[src/rtl/fetch_stage.sv]
// Instruction-fetch stage: PC register, IF/ID pipeline register, and decode redirects (jmp/branch/call/ret).
// Keeps a circular return-address stack with sticky overflow/underflow flags. Optional FETCH_PERF_CNT_EN adds bubble/redirect counters.
module fetch_stage #(
  parameter int              PC_W      = 12,
  parameter int              INST_W    = 14,
  parameter int              OFF_W     = 8,
  parameter int              RAS_DEPTH = 8,
  parameter logic [PC_W-1:0] RESET_PC  = '0
) (
  input  logic              clk,
  input  logic              rst,
  input  logic              stall,
  input  logic              flush,
  input  logic [PC_W-1:0]   flush_pc,
  input  logic              dec_jmp,
  input  logic              dec_branch,
  input  logic              dec_call,
  input  logic              dec_ret,
  input  logic [PC_W-1:0]   dec_target,
  input  logic [OFF_W-1:0]  dec_offset,
  output logic [PC_W-1:0]   imem_addr,
  input  logic [INST_W-1:0] imem_data,
  output logic [INST_W-1:0] if_id_inst,
  output logic [PC_W-1:0]   if_id_pc,
  output logic [PC_W-1:0]   if_id_pc1,
  output logic              if_id_valid,
  output logic              ras_ovf,
  output logic              ras_unf
`ifdef FETCH_PERF_CNT_EN
  ,
  output logic [15:0]       bubble_cnt,
  output logic [15:0]       redirect_cnt
`endif
);

  localparam int PTR_W = $clog2(RAS_DEPTH);
  localparam int CNT_W = $clog2(RAS_DEPTH + 1);
  localparam logic [CNT_W-1:0] CNT_FULL = CNT_W'(RAS_DEPTH);

  logic [PC_W-1:0]  pc;
  logic [PC_W-1:0]  pc_inc;
  logic [PC_W-1:0]  br_target;
  logic [PC_W-1:0]  redirect_pc;
  logic [PTR_W-1:0] ras_tp;
  logic [CNT_W-1:0] ras_cnt;
  logic [PC_W-1:0]  ras_mem [RAS_DEPTH];
  logic             qual;
  logic             do_ret;
  logic             do_call;
  logic             do_jmp;
  logic             do_br;
  logic             redirect;
  logic             ras_empty;
  logic             ras_full;

  assign imem_addr = pc;
  assign pc_inc    = pc + PC_W'(1);
  assign br_target = if_id_pc1 + {{(PC_W-OFF_W){dec_offset[OFF_W-1]}}, dec_offset};
  assign ras_empty = (ras_cnt == '0);
  assign ras_full  = (ras_cnt == CNT_FULL);

  // Only one request wins per cycle, so at most one RAS operation happens.
  assign qual     = if_id_valid & ~stall & ~flush;
  assign do_ret   = qual & dec_ret;
  assign do_call  = qual & dec_call & ~dec_ret;
  assign do_jmp   = qual & dec_jmp & ~dec_call & ~dec_ret;
  assign do_br    = qual & dec_branch & ~dec_jmp & ~dec_call & ~dec_ret;
  assign redirect = do_ret | do_call | do_jmp | do_br;

  always_comb begin
    redirect_pc = pc_inc;
    if (do_ret)
      redirect_pc = ras_empty ? RESET_PC : ras_mem[ras_tp];
    else if (do_call || do_jmp)
      redirect_pc = dec_target;
    else if (do_br)
      redirect_pc = br_target;
  end

  always_ff @(posedge clk or negedge rst) begin
    if (!rst) begin
      pc          <= RESET_PC;
      if_id_inst  <= '0;
      if_id_pc    <= '0;
      if_id_pc1   <= '0;
      if_id_valid <= 1'b0;
    end else if (flush) begin
      pc          <= flush_pc;
      if_id_valid <= 1'b0;
    end else if (stall) begin
      pc          <= pc;
    end else if (redirect) begin
      // Squash the wrong-path fetch: one-cycle bubble.
      pc          <= redirect_pc;
      if_id_valid <= 1'b0;
    end else begin
      pc          <= pc_inc;
      if_id_inst  <= imem_data;
      if_id_pc    <= pc;
      if_id_pc1   <= pc_inc;
      if_id_valid <= 1'b1;
    end
  end

  always_ff @(posedge clk or negedge rst) begin
    if (!rst) begin
      ras_tp  <= '0;
      ras_cnt <= '0;
      ras_ovf <= 1'b0;
      ras_unf <= 1'b0;
    end else if (do_call) begin
      ras_tp <= ras_tp + PTR_W'(1);
      if (ras_full)
        ras_ovf <= 1'b1;
      else
        ras_cnt <= ras_cnt + CNT_W'(1);
    end else if (do_ret) begin
      if (ras_empty) begin
        ras_unf <= 1'b1;
      end else begin
        ras_tp  <= ras_tp - PTR_W'(1);
        ras_cnt <= ras_cnt - CNT_W'(1);
      end
    end
  end

  // Storage needs no reset; entries are only read while ras_cnt says they are live.
  always_ff @(posedge clk) begin
    if (do_call)
      ras_mem[ras_tp + PTR_W'(1)] <= if_id_pc1;
  end

`ifdef FETCH_PERF_CNT_EN
  always_ff @(posedge clk or negedge rst) begin
    if (!rst) begin
      bubble_cnt   <= '0;
      redirect_cnt <= '0;
    end else begin
      if ((flush || (!stall && redirect)) && bubble_cnt != 16'hFFFF)
        bubble_cnt <= bubble_cnt + 16'd1;
      if (redirect && redirect_cnt != 16'hFFFF)
        redirect_cnt <= redirect_cnt + 16'd1;
    end
  end
`endif

endmodule

[config.mk]
export PLATFORM = sky130hd
export DESIGN_NAME = fetch_stage
export DESIGN_NICKNAME = d
export VERILOG_FILES = /design/src/rtl/fetch_stage.sv
export SDC_FILE = /design/constraint.sdc
export NUM_CORES = 1
export LEC_CHECK = 0
export BUFFER_PORTS_ARGS = -buffer_cell sky130_fd_sc_hd__buf_2
export CELL_PAD_IN_SITES_DETAIL_PLACEMENT = 1
export CELL_PAD_IN_SITES_GLOBAL_PLACEMENT = 1
export CORE_ASPECT_RATIO = 0.6
export CORE_MARGIN = 2
export CORE_UTILIZATION = 30
export DETAILED_ROUTE_END_ITERATION = 8
export HOLD_SLACK_MARGIN = 0.06
export PLACE_DENSITY = 0.53
export SLEW_MARGIN = 20
export SYNTH_ARGS = -nofsm -noshare
export SYNTH_HDL_FRONTEND = slang
export SYNTH_SLANG_ARGS = --single-unit
[constraint.sdc]
create_clock -name clk -period 3.5 [get_ports clk]
set_input_delay 0.175 -clock clk [delete_from_list [all_inputs] [get_ports clk]]
set_output_delay 0.175 -clock clk [all_outputs]
set_load 0.05 [all_outputs]
==> Yosys cells after proc, flatten, opt, wreduce, memory -nomap -nowiden <==
Memory sizes are Yosys's and may differ from the RTL's.
Index checks and enable logic that the tools add are counted.
{ "classes": {"n_addsub": 6, "eq_ne": 4, "muxes": 19, "bitwise": 22, "reduce_logical": 8} }
{ "op_table": {"columns": ["cell", "count"], "rows": [
  ["12-bit two-way mux", 7],
  ["4-bit two-way mux", 4],
  ["12-bit by 1-bit adder with 12-bit output (second input constant)", 1],
  ["12-bit adder", 1],
  ["1-bit bitwise AND", 12],
  ["3-bit two-way mux", 3],
  ["3-bit AND reduction", 3],
  ["1-bit inverter", 7],
  ["1-bit two-way mux", 5],
  ["4-bit by 1-bit adder with 4-bit output (second input constant)", 1],
  ["4-bit == test (second input constant)", 1],
  ["4-bit logical NOT", 1],
  ["2-bit inequality test (second input constant)", 2],
  ["2-bit AND reduction", 2],
  ["4-bit by 1-bit subtractor with 4-bit output (second input constant)", 1],
  ["3-bit by 1-bit adder with 3-bit output (second input constant)", 1],
  ["1-bit OR", 3],
  ["3-bit by 1-bit subtractor with 3-bit output (second input constant)", 1],
  ["2-bit by 1-bit inequality test with 1-bit output (second input constant)", 1],
  ["2-bit nonzero test", 1],
  ["1-bit logical OR", 1]
]} }
{ "word_totals": {"register_bits": 60, "ram_bits": 96, "output_inout_bits": 53, "word_cells": 69, "mem_count": 1} }
{ "mem_list": {"columns": ["memory", "words", "word_bits", "rd", "rd_ports_with_merged_regs", "write_ports", "line_no", "source"], "rows": [
  ["ras_mem", 8, 12, 1, 0, 1, "46", "logic [PC_W-1:0] ras_mem [RAS_DEPTH];"]
]} }

==> Depth between registers and ports, before layout <==
Gate-level depths: netlist (run 1).
{ "logic_depth": {"word_depth": 13, "ltp_mapped": 9, "depth_no_buf": 9} }

==> Least setup slack after synthesis (run 1) <==
OpenSTA, ideal clock, no wires.
{ "synth_path": {"kind": "flip-flop to flip-flop", "from": "reg ras_tp[0]", "to": "mem ras_mem[1][0], enable pin", "setup_time_ns": 0.412, "arrival_ns": 2.735, "required_ns": 3.088, "setup_slack_ns": 0.352, "stages_incl_launch_ff": 7, "synth_period_minus_slack_ns": 3.148, "path_cell_list": "dfrtp_1 -> buf_2 -> buf_2 -> inv_1 -> ha_1 -> clkbuf_1 -> nor4_1"} }
{ "synth_via": {"elab_chain_cells": 1} }
{ "synth_lines": {"columns": ["element", "line_no", "source"], "rows": [
  ["start, declared", "44", "logic [PTR_W-1:0] ras_tp;"],
  ["start signal, assigned", "112", "ras_tp <= ras_tp + PTR_W'(1);"],
  ["start signal, assigned", "121", "ras_tp <= ras_tp - PTR_W'(1);"],
  ["3-bit by 1-bit adder with 3-bit output", "130", "ras_mem[ras_tp + PTR_W'(1)] <= if_id_pc1;"],
  ["end, declared", "46", null]
]} }
No other way between the ends.

==> Worst setup path in the final report (run 1) <==
{ "layout_path": {"from": "reg if_id_pc1[0]", "to": "reg pc[6], in the netlist imem_addr[6]"} }
{ "layout_via": {"elab_chain_cells": 7} }
{ "layout_lines": {"columns": ["element", "line_no", "source"], "rows": [
  ["start, declared", "25", "output logic [PC_W-1:0] if_id_pc1,"],
  ["start signal, assigned", "100", "if_id_pc1 <= pc_inc;"],
  ["12-bit adder", "58", "assign br_target = if_id_pc1 + {{(PC_W-OFF_W){dec_offset[OFF_W-1]}}, dec_offset};"],
  ["12-bit two-way mux", "76", "else if (do_br)"],
  ["12-bit two-way mux", "74", "else if (do_call || do_jmp)"],
  ["12-bit two-way mux", "72", "if (do_ret)"],
  ["12-bit two-way mux", "92", "end else if (redirect) begin"],
  ["12-bit two-way mux", "90", "end else if (stall) begin"],
  ["12-bit two-way mux", "87", "end else if (flush) begin"],
  ["end signal, assigned", "88", "pc <= flush_pc;"],
  ["end signal, assigned", "91", "pc <= pc;"],
  ["end signal, assigned", "94", "pc <= redirect_pc;"],
  ["end, declared", "40", "logic [PC_W-1:0] pc;"]
]} }
No other way between the ends. The select of a mux whose other input is x is not followed.
A chain may end at the register's enable or synchronous reset.

==> summary.md, run 1 <==
The run finished with clean final reports. The instance count of the mapped netlist is 589. At the end of the flow, the number of nets in the layout was 810.

The area growth from synthesis to final layout works out to 24.16%. The worst register-to-register path ends at imem_addr[6]. The worst hold-check slack was 78.20 ps. The synthesized-area fraction occupied by ao, oa, aoi and oai cells was 0.08825; the count of antenna-violating nets left after detailed routing was 0. The first detailed-routing pass ran for 8 iterations. The xor/xnor cell area share of the yosys netlist works out to 0.02840. The overall die area is 25980 µm².

Counting every net in the synthesized netlist gives 661. The floorplan step set the die width to 206.8 µm. Leaving out fill and tap cells, the most frequent cells in the layout are nand2_1, buf_2, edfxtp_1, dfrtp_1, nor2_1.

The sort of element at the start of the critical path was a flop. The leading register cell type out of synthesis was edfxtp_1. Summed over all failing endpoints, the final setup total negative slack is 0 ps. For the count of cell types in the netlist, the log shows 66.

The maximum operating frequency came out at 0.3765 GHz. TritonCTS built the clock tree. Summed over all cells, the static leakage comes to 3.656 nW. The end point of the worst hold path was imem_addr[5].

Final antenna diode count: 0. The startpoint identified for the worst hold timing path is flush_pc[5]. The number of maximum-capacitance constraint violations is 0, and the count of port buffers added during placement is 106.

Of all nets on the critical path, the largest fanout is 11. The clock latency of the later-clocked register in the worst-skew pair came out at 440 ps. Setup repair after global routing left no endpoint under its margin. The logs give 5672 for the via count of the first global-routing pass and 7401 µm² for the total standard cell area after synthesis.

Post-CTS timing repair inserted 0 buffers for setup. At the worst endpoint, the arrival time is 3000 ps. Dominant combinational cell family by area after synthesis: simple AND/OR/NAND/NOR gates.

Buffers inserted to repair hold after CTS numbered 24. Leaving out fill and tap cells, the most frequent cell in the layout is nand2_1. Power spread over the standard cell area amounts to 658.9 nW/µm². The post-detailed-route DRC marker count is 0, and the async set or reset register ratio after synthesis is 0.3846. The adder and majority gate portion of the synthesized area is 0.03246, and the clock tree buffer depth is 2.

The run gives 156 as the number of sinks driven by the clock tree. The slowest stage of the critical path belongs to the cell dfrtp_1. The initial standard-cell utilization of the core came out at 0.3055. Path type of the worst setup path: flop to flop.

After detailed routing, the average wire length per cell comes to 21.03 µm. The type of element capturing the critical path was a flop. In this run the worst setup path begins at if_id_pc1[0].

The die extent in y was 125.7 µm; the number of inserted filler cells in the final layout was 2649. For flop-to-flop paths, the worst setup slack is 840 ps. The share of the synthesized area in the top cell type was 0.3895; the first-pass GRT wire length was 35030 µm.

The final worst-path cycle share is 0.7589, and the number of synthesized flops with an enable pin is 96. The number of vias per cell is 4.992. Post-CTS repair changed the size of 0 cells. The number of antenna violations at the first check in global routing came out at 0.

For the pin with the worst max-slew slack, the measured transition is 853.1 ps. The post-synthesis mux area share works out to 0.09417. The average size of a mapped cell works out to 12.57 µm². The worst register-to-register path begins at if_id_pc1[0]. The final max-slew violation count is 0, and the number of CTS-inserted buffers is 17. The placed wire-length estimate after detailed placement is 16420 µm, and the maximum number of pins on one net before global-route repair is 61. The cell type with the largest total area after synthesis is edfxtp_1.

For the wire length after detailed routing, the log shows 22560 µm. The share of layout cells above drive strength 1 came out at 0.2716. The floorplan has 44 rows. Counting flops and latches in the post-synthesis netlist gives 156. The tools report the root buffer cell as clkbuf_16. The worst hold path class is input pin to flop. The tools report the number of setup violations in the final report as 0. By area the synthesized netlist is led by edfxtp_1, dfrtp_1, mux4_2, nand2_1, ha_1.

At the end of routability-driven placement, the weighted congestion stood at 0.8349. CTS built an H-tree with a depth of 4. The logs give 24220 µm² for the total core area and 3850 ps for the worst path required time.

The logs give 0 for the count of final hold-check violations and 8.373 ps for the clock skew after layout. The number of violations reported at the end of detailed-routing iteration 0 is 296. The post-layout minimum cycle time came out at 2656 ps.

The worst slew slack as a fraction of its limit is 0.4313. Summing over every cut layer, the via total after detailed routing is 5356. Residual overflow from global routing: 0. After clock tree synthesis, the clock-pin slew on the worst setup and hold paths is 70 ps. For this design the top-level I/O count stands at 107. The run gives 0 as the total number of yosys warnings.

The aggregate global-route resource usage came out at 0.1834. The run gives 0.0003704 V as the peak ir drop on the vdd network. The worst hold path was traced through 4 stages. The worst stage delay on the critical path came out at 570 ps.

Measured in cells, the most critical reg-to-reg path has a length of 9. Portion of the post-synthesis area used by sequential elements: 0.5924. Area fraction in and, or, nand and nor cells after synthesis: 0.1391. The signal on the critical path passes through ha_1 > inv_1 > fa_1 > nor2b_1 > o31a_1 > o21a_1 > nor3_1 > or3_1 > a21oi_1.
report_power, final:
| group | switching [mW] | total (mW) | internal (mW) | leakage (nW) |
|---|---|---|---|---|
| registers | 0.240 | 2.40 | 2.16 | 1.58 |
| logic | 1.21 | 1.93 | 0.719 | 1.82 |
| clock network | 0.808 | 1.72 | 0.917 | 0.258 |
| total | 2.25 | 6.05 | 3.80 | 3.66 |
sequential cells by signal (all words and copies together), names as in the netlist, 3 cells and up:
register and count:
if_id_inst 14, if_id_pc1 12, ras_tp 3, if_id_pc 12, imem_addr 12, ras_mem 96, ras_cnt 4
logic make-up (layout without fill, tap and decap cells):
logic type	after synthesis	count (layout)
simple gates	217	217
compound gates	99	99
buf+inv	36	198
xor+xnor	24	24
mux	39	39
fa+ha+maj	18	18
flops	156	156
area by class of cell:
class,instances,area (µm²),area share
clock buffer,17,425.4,0.04630
clock inverter,15,116.4,0.01266
inverter,11,41.29,0.004493
multi-input combinational,397,2848,0.3099
sequential,156,4384,0.4771
tap,322,402.9,0.04385
timing repair buffer,155,970.9,0.1057
synthesized netlist by cell type, types with 6 or more instances:
| cell type | number |
|---|---|
| nand2_1 | 113 |
| edfxtp_1 | 96 |
| dfrtp_1 | 60 |
| nor2_1 | 31 |
| mux4_2 | 24 |
| a21oi_1 | 22 |
| o21ai_0 | 22 |
| ha_1 | 16 |
| nor3_1 | 16 |
| mux2i_1 | 13 |
| xor2_1 | 13 |
| xnor2_1 | 11 |
| inv_1 | 10 |
| nand3_1 | 10 |
| clkbuf_1 | 9 |
| o21ai_1 | 9 |
| a211oi_1 | 8 |
| buf_2 | 8 |
| and3_1 | 6 |
| nand4_1 | 6 |
| o21a_1 | 6 |
| or3_1 | 6 |
how the worst max path moves through the flow:
stage | cells after the start | endpoint
global placement | 9 | imem_addr[10]
floorplan | 6 | ras_mem[1][0]
global route | 9 | imem_addr[6]
CTS | 9 | imem_addr[6]
finish | 9 | imem_addr[6]
detailed placement | 9 | imem_addr[6]
worst max-delay path: cells and delay by family (launching register included):
family | cells | cell delay, ps
compound gates | 3 | 590
simple gates | 3 | 630
flops | 1 | 570
fa+ha+maj | 2 | 710
buf+inv | 1 | 70
stage by stage:
stage / cells / worst slack [ps] / util / area [µm²] / power (mW)
2_1_floorplan: 589 / 352.5 / - / 7401 / 3.763
3_3_place_gp: 1017 / 974.0 / 0.3471 / 8407 / 4.336
3_5_place_dp: 1017 / 891.1 / 0.3471 / 8407 / 4.372
4_1_cts: 1073 / 860.3 / 0.3793 / 9189 / 6.146
5_1_grt: 1073 / 642.0 / 0.3793 / 9189 / 6.359
6_report: 1073 / 843.8 / 0.3793 / 9189 / 6.054
metal layers:
layer / share of wire / wire (µm) / vias up / track usage
met5: 0 / 0 / - / 0
met4: 0.012 / 266 / 0 / 0.04714
met3: 0.054 / 1214 / 18 / 0.04451
met2: 0.42 / 9366 / 128 / 0.2499
met1: 0.52 / 11710 / 2728 / 0.2880
li1: - / - / 2482 / -
Note: power is estimated with default switching activity, not from simulation.
==> run 2: changes to the inputs <==
==> constraint.sdc (replaced) <==
create_clock -name clk -period 2.45 [get_ports clk]
set_input_delay 0.1225 -clock clk [delete_from_list [all_inputs] [get_ports clk]]
set_output_delay 0.1225 -clock clk [all_outputs]
set_load 0.05 [all_outputs]
==> run 2 against run 1 <==
  * Setup slack got worse by 680 ps
  * Non-clock buffer count up 25
  * Total power rose by 51%
  * Count of clock-buffer cells in the layout up 3
  * Critical endpoint is now imem_addr[10]
==> summary.md, run 2 (synthesized netlist as in run 1, its figures left out) <==
The worst setup path is of the flop to flop kind. H-tree depth: 4 (unchanged). Power per cell area: 961.5 nW/µm² (+46%). The worst stage delay on the critical path works out to 380 ps (-190 ps). The flip-flop count of the largest register, all copies and words added was 96 (unchanged); the overall die area was 25980 µm² (unchanged). For the post-detailed-route DRC marker count, the log shows 0 (unchanged).

The routed wire length on met2 is 10300 µm (+10%), and the net switching power is 3.333 mW (+48%). The total buffers and inverters traversed by the critical path was 1 (unchanged); the clock latency of the later-clocked register in the worst-skew pair was 440 ps (about the same). The run gives 5.822 mW (+53%) as the total internal power.

The length of routed wiring on met1 is 11840 µm (+1.1%), and the clock skew after layout is 10.47 ps (+2.093 ps). The number of sinks driven by the clock tree is 156 (unchanged). The cell sitting at the root of the clock tree is a clkbuf_16.

The tools report the total negative slack for setup checks as 0 ps (unchanged). The critical path data arrival time was 2610 ps (-390 ps). The clock transition at the registers of the reported paths was 60 ps (about the same); the clock tree buffer depth was 2 (unchanged). The number of antenna violations at the first check in global routing was 0 (unchanged); the overall die width was 206.8 µm (unchanged). The top fanout value on the critical path works out to 4 (-7). The number of vias per cell is 5.025 (+0.66%). Die extent in y: 125.7 µm (unchanged).

The library cells used most frequently in the layout, excluding fill and tap cells, are nand2_1, buf_2, edfxtp_1, dfrtp_1, buf_4. The placed wire-length estimate after detailed placement was 17140 µm (+4.4%). The logs give 24220 µm² (unchanged) for the total core area and 1220 µm (+0.49%) for the routed length on met3.

The flow ran to the end, and the final reports show no timing, DRC or antenna violations. The tools report the worst hold path startpoint as flush_pc[7]. The run gives 107 (unchanged) as the boundary pin count. The count of antenna-violating nets left after detailed routing is 0 (unchanged). The logs give 0.289 (+0.004) for the part of the power in the clock network and 835 (+3.1%) for the final-stage net count.

Most common cell after layout, fill and taps aside: nand2_1. The area growth from synthesis to final layout is 28.66%, and the post-placement worst setup slack is 180.7 ps (-710.4 ps). Worst hold path class: input pin to flop.

The signal on the critical path passes through ha_1 > inv_1 > fa_1 > nor2b_2 > o31a_1 > o21a_1 > o41ai_1 > xnor2_1 > o211a_1. The initial standard-cell utilization of the core was 0.3055 (unchanged). End point of the worst hold path: imem_addr[7]. Number of detailed-route iterations in the first pass: 4 (-4). The register with the most flip-flops in the final layout is ras_mem. Maximum number of pins on one net before global-route repair: 46 (-25%).

The switching power as a share of total power is 0.3641 (-0.008334). The largest registers in the layout are ras_mem x96, if_id_inst x14. The run gives 0.370 (-0.027) as the sequential power share. The count of port buffers added during placement is 106 (unchanged), and the via count of the first global-routing pass is 5932 (+4.6%).

The slowest stage of the critical path belongs to the cell dfrtp_1. TritonCTS built the clock tree. The routed via count is 5517 (+3.0%), and the post-detailed-placement cell area is 8636 µm² (+2.7%). The routed wire length per instance came out at 21.54 µm (+2.5%). The run gives 0.0005255 V (+42%) as the peak ir drop on the vdd network. The cell family contributing the most delay on the critical path is compound AO/OA/AOI/OAI gates.

The most critical setup path has its startpoint at if_id_pc1[0]. The tools report the first-pass GRT wire length as 36400 µm (+3.9%). The worst setup path is captured at a flop. The number of maximum-capacitance constraint violations is 0 (unchanged). The share of layout cells above drive strength 1 is 0.2977 (+0.02604). The sort of element at the start of the critical path is a flop. The logs give 0 (unchanged) for the number of setup violations in the final report and 0 (unchanged) for the final max-slew violation count. Residual overflow from global routing: 0 (unchanged). The worst-case register-to-register setup slack is 160 ps (-680 ps), and the worst path required time is 2780 ps (-1070 ps).

For the summed area of non-filler cells in the final layout, the log shows 9522 µm² (+3.6%). The run gives 0.341 (+0.023) as the combinational share of power. Setup repair after global routing left no endpoint under its margin. The post-route worst setup slack came out at 163.7 ps (-680.1 ps).

The highest layer touched by signal routing is met4. The post-layout minimum cycle time works out to 2286 ps (-369.9 ps). The number of CTS-inserted buffers was 17 (unchanged); the worst reg2reg path depth was 9 (unchanged). Aggregate global-route resource usage: 0.1915 (+0.008153).

The run gives 23650 µm (+4.8%) as the wire length after detailed routing. Final weighted congestion in routability-driven placement: 0.8233 (-1.4%). The final worst-path cycle share is 0.9332 (+0.1743).

The number of violations reported at the end of detailed-routing iteration 0 was 297 (+0.34%). The worst register-to-register path begins at if_id_pc1[0]. The maximum operating frequency came out at 0.4374 GHz (+16%). The logs give 0 (unchanged) for the final antenna diode count and 0.4185 (-0.01272) for the worst slew slack as a fraction of its limit. The core occupancy in the finished layout is 0.3931 (+0.01374), and the overall power consumption is 9.155 mW (+51%). The endpoint identified for the worst register-to-register timing path is imem_addr[10].

The count of final hold-check violations was 0 (unchanged); the standard-cell row count was 44 (unchanged). The standby leakage power is 3.822 nW (+4.5%). The slew of the pin with the lowest slew margin was 866.4 ps (+13.27 ps); the count of cells along the worst hold path was 5 (+1).
## run 2: final cells by class
class,count,area (µm²)
fillers,2630,14700
flip-flops and latches,156,4385
multi-input cells,397,2910
repair buffers,180,1209
clock buffers,20,436.7
well taps,322,402.9
clock inverters,12,136.4
inverters,11,41.29
## run 2: stage by stage
stage	hold slack, ps	cells
after detailed placement	91.78	1036
after global placement	81.29	1036
after global routing	109.6	1098
after CTS	73.26	1097
after floorplan	-173.1	589
final	83.50	1098
## run 2: power by group through the flow
stage | logic, mW | clock network (mW) | registers (mW)
global route | 3.38 | 2.80 | 3.43
CTS | 3.16 | 2.71 | 3.39
detailed placement | 3.11 | 0 | 3.44
finish | 3.12 | 2.65 | 3.38
floorplan | 1.62 | 0 | 3.87
global placement | 3.06 | 0 | 3.42
## run 2: per-layer routing
layer	GRT usage	vias up
met5	0	-
met4	0.04380	0
met3	0.04788	20
met2	0.2770	125
met1	0.2885	2857
li1	-	2515
## run 2: worst register-to-register path, delay by kind of cell (launching register included)
family,cells,cell delay [ps]
adder cells (fa/ha/maj),2,440
buffers and inverters,1,90
XOR/XNOR,1,120
AND/OR/NAND/NOR,1,70
flip-flops,1,380
AO/OA/AOI/OAI,4,1080
## run 2: worst max-delay path by stage
stage                     slack (ps)       endpoint  cells past startpoint
after floorplan                  -70     ras_cnt[3]                      8
after global placement           280  imem_addr[10]                      9
after detailed placement         180  imem_addr[10]                      9
after CTS                        170  imem_addr[10]                      9
after global routing              30   imem_addr[8]                      9
final                            160  imem_addr[10]                      9
## run 2: repair_timing
action / CTS / global route
endpoints found under the setup margin: 0 / 2
setup buffers: 0 / 0
hold buffers: 29 / 0
resized for setup: 0 / 1
hold endpoints to repair: 85 / 0
==> run 3: changes to the inputs <==
==> constraint.sdc (replaced) <==
create_clock -name clk -period 2.45 [get_ports clk]
set_input_delay 0.3675 -clock clk [delete_from_list [all_inputs] [get_ports clk]]
set_output_delay 0.3675 -clock clk [all_outputs]
set_load 0.05 [all_outputs]
==> run 3 against run 2 <==
  * Worst hold slack better by 29 ps
  * Critical endpoint is now imem_addr[8]
  * Clock skew down 0.92 ps
  * Clock power up 4%
  * Sequential share of layout area up 0.38 points
==> summary.md, run 3 (synthesized netlist as in run 1, its figures left out) <==
The total buffers and inverters traversed by the critical path is 1 (unchanged). The tools report the clock latency of the later-clocked register in the worst-skew pair as 440 ps (about the same). The count of cells along the worst hold path works out to 3 (-2).

Highest-delay cell along the critical path: fa_1. The post-CTS setup buffer count is 0 (unchanged). Residual overflow from global routing: 0 (unchanged). The initial standard-cell utilization of the core came out at 0.3055 (unchanged). The run gives 0 (unchanged) as the count of final hold-check violations.

The run gives 2 (unchanged) as the clock tree buffer depth. The worst hold path class was input pin to flop. The critical path goes through ha_1 > inv_1 > fa_1 > nor2b_1 > o31a_1 > o21a_1 > o22ai_1 > xor2_1 > o221ai_1. The overall die area came out at 25980 µm² (unchanged). The final antenna diode count is 0 (unchanged), and the final weighted congestion in routability-driven placement is 0.8154 (-0.96%). The clock transition at the registers of the reported paths came out at 70 ps (about the same). The post-detailed-route DRC marker count was 0 (unchanged).

The worst register-to-register path ends at imem_addr[8]. The final worst-path cycle share came out at 0.9337 (about the same). The share of layout cells above drive strength 1 is 0.3223 (+0.02464). In this run the worst setup path terminates at imem_addr[8]. In this run the critical register-to-register path is launched from if_id_pc1[0].

The H-tree depth was 4 (unchanged); the count of port buffers added during placement was 106 (unchanged). The number of antenna violations at the first check in global routing is 0 (unchanged). For the number of maximum-capacitance constraint violations, the log shows 0 (unchanged). For the wire length after detailed routing, the log shows 23940 µm (+1.2%). The critical path starts at if_id_pc1[0]. The run gives 44 (unchanged) as the standard-cell row count. The via count of the first global-routing pass came out at 5953 (+0.35%).

The largest registers in the layout are ras_mem x96, if_id_inst x14. STA classifies the critical path endpoint as a flop. The overall die width works out to 206.8 µm (unchanged). Number of CTS-inserted buffers: 17 (unchanged).

The run gives 816 (-2.3%) as the final-stage net count. The number of violations reported at the end of detailed-routing iteration 0 is 356 (+20%), and the worst-case register-to-register setup slack is 160 ps (about the same). The count of antenna-violating nets left after detailed routing came out at 0 (unchanged). The run gives 0.3898 (-0.003255) as the core occupancy in the finished layout.

Setup repair after global routing left no endpoint under its margin. The boundary pin count was 107 (unchanged). The slew of the pin with the lowest slew margin works out to 842.8 ps (-23.55 ps). The die extent in y came out at 125.7 µm (unchanged). The number of vias per cell works out to 5.089 (+1.3%). Leaving out fill and tap cells, the most frequent cells in the layout are nand2_1, buf_2, edfxtp_1, dfrtp_1, buf_4. The post-layout minimum cycle time is 2287 ps (+1.182 ps).

The logs give 0.0005002 V (-4.8%) for the peak ir drop on the vdd network and 2790 ps (about the same) for the worst path required time. For the total core area, the log shows 24220 µm² (unchanged). The routed via count is 5491 (-0.47%). The depth of the critical timing path with buffers and inverters included is 9 (unchanged), and the standby leakage power is 3.790 nW (-0.83%). The number of sinks driven by the clock tree came out at 156 (unchanged).

The flow ran to the end, and the final reports show no timing, DRC or antenna violations. For the maximum operating frequency, the log shows 0.4372 GHz (about the same). The post-route worst setup slack came out at 162.5 ps (-1.182 ps). The worst setup path is of the flop to flop kind. For the routed length on met3, the log shows 1322 µm (+8.4%). The library cell used most frequently in the layout, excluding fill and tap cells, is nand2_1. TritonCTS built the clock tree. The logs give 7 (+3) for the number of detailed-route iterations in the first pass and 12250 µm (+3.4%) for the length of routed wiring on met1. The kind of cell with the highest combined delay along the critical path is compound AO/OA/AOI/OAI gates.

The worst stage delay on the critical path came out at 410 ps (+30 ps). The routed wire length per instance is 22.19 µm (+3.0%). Counting flops per register, the top entry is ras_mem. The worst setup path is launched from a flop.

For the first-pass GRT wire length, the log shows 37140 µm (+2.0%). The highest metal layer carrying signal wires in the routed design is met4. The aggregate global-route resource usage is 0.1958 (+0.004242). The worst reg2reg path depth is 9 (unchanged). The critical path data arrival time was 2630 ps (+20 ps). The flip-flop count of the largest register, all copies and words added is 96 (unchanged). The logs give 17810 µm (+3.9%) for the placed wire-length estimate after detailed placement and 0.4343 (+0.01580) for the worst slew slack as a fraction of its limit. The run gives 0 ps (unchanged) as the total negative slack for setup checks.

The top fanout value on the critical path is 4 (unchanged), and the power per cell area is 978.9 nW/µm² (+1.8%). For the number of setup violations in the final report, the log shows 0 (unchanged). The run gives 9.541 ps (-0.9244 ps) as the clock skew after layout. The post-placement worst setup slack is -38.14 ps (-218.8 ps), and the area growth from synthesis to final layout is 27.59%.

The tools report the maximum number of pins on one net before global-route repair as 36 (-22%). The final max-slew violation count was 0 (unchanged); the routed wire length on met2 was 10150 µm (-1.5%). The tree is rooted in a clkbuf_16.
==> run 3: changes by cell type in the layout (fill, tap and decap cells not counted), sizes merged <==
| cell | change |
|---|---|
| buf | +9 |
| clkbuf | -3 |
| clkinv | -2 |
| clkinvlp | +1 |
| dlygate4sd3 | -28 |
| inv | +4 |
==> run 3: routing by layer <==
layer	global-route usage	vias to the layer above
li1	-	2492
met1	0.3018	2827
met2	0.2784	150
met3	0.04555	22
met4	0.04339	0
met5	0	-
==> run 3: worst min path at each step <==
stage,from,endpoint
final,imem_data[6],if_id_inst[6]
after global routing,imem_data[7],if_id_inst[7]
after CTS,imem_data[0],if_id_inst[0]
after detailed placement,rst,ras_unf
after floorplan,rst,if_id_inst[0]
after global placement,ras_unf,ras_unf
==> run 3: power by group <==
part           internal [mW]  switching (mW)
Combinational           1.17            1.95
Sequential              3.09           0.272
Clock                   1.54            1.22
Total                   5.80            3.44
==> run 3: cell type report <==
cell class,count,area (µm²)
fillers,2627,14780
clock buffers,17,425.4
repair buffers,161,1084
multi-input cells,397,2923
inverters,11,41.29
well taps,322,402.9
clock inverters,15,181.4
flip-flops and latches,156,4385
==> run 3: stage by stage <==
stage / power [mW] / hold slack (ps) / cell area, µm² / instances
after global placement: 6.441 / 444.6 / 8811 / 1046
after detailed placement: 6.550 / 455.8 / 8811 / 1046
after CTS: 9.340 / 99.15 / 9428 / 1079
final: 9.243 / 112.3 / 9443 / 1079
after global routing: 9.711 / 110.9 / 9443 / 1079
after floorplan: 5.485 / 71.91 / 7477 / 589
==> run 3: worst register-to-register path, cell delays in order, from the launching register on <==
cell	delay, ps
dfrtp_1	350
ha_1	230
inv_1	90
fa_1	410
nor2b_1	170
o31a_1	200
o21a_1	250
o22ai_1	130
xor2_1	160
o221ai_1	210
==> run 3: repair_timing <==
item | in CTS | in global routing
gates resized for setup | 0 | 2
endpoints found under the hold margin | 25 | 0
endpoints found under the setup margin | 0 | 11
hold buffers | 1 | 0
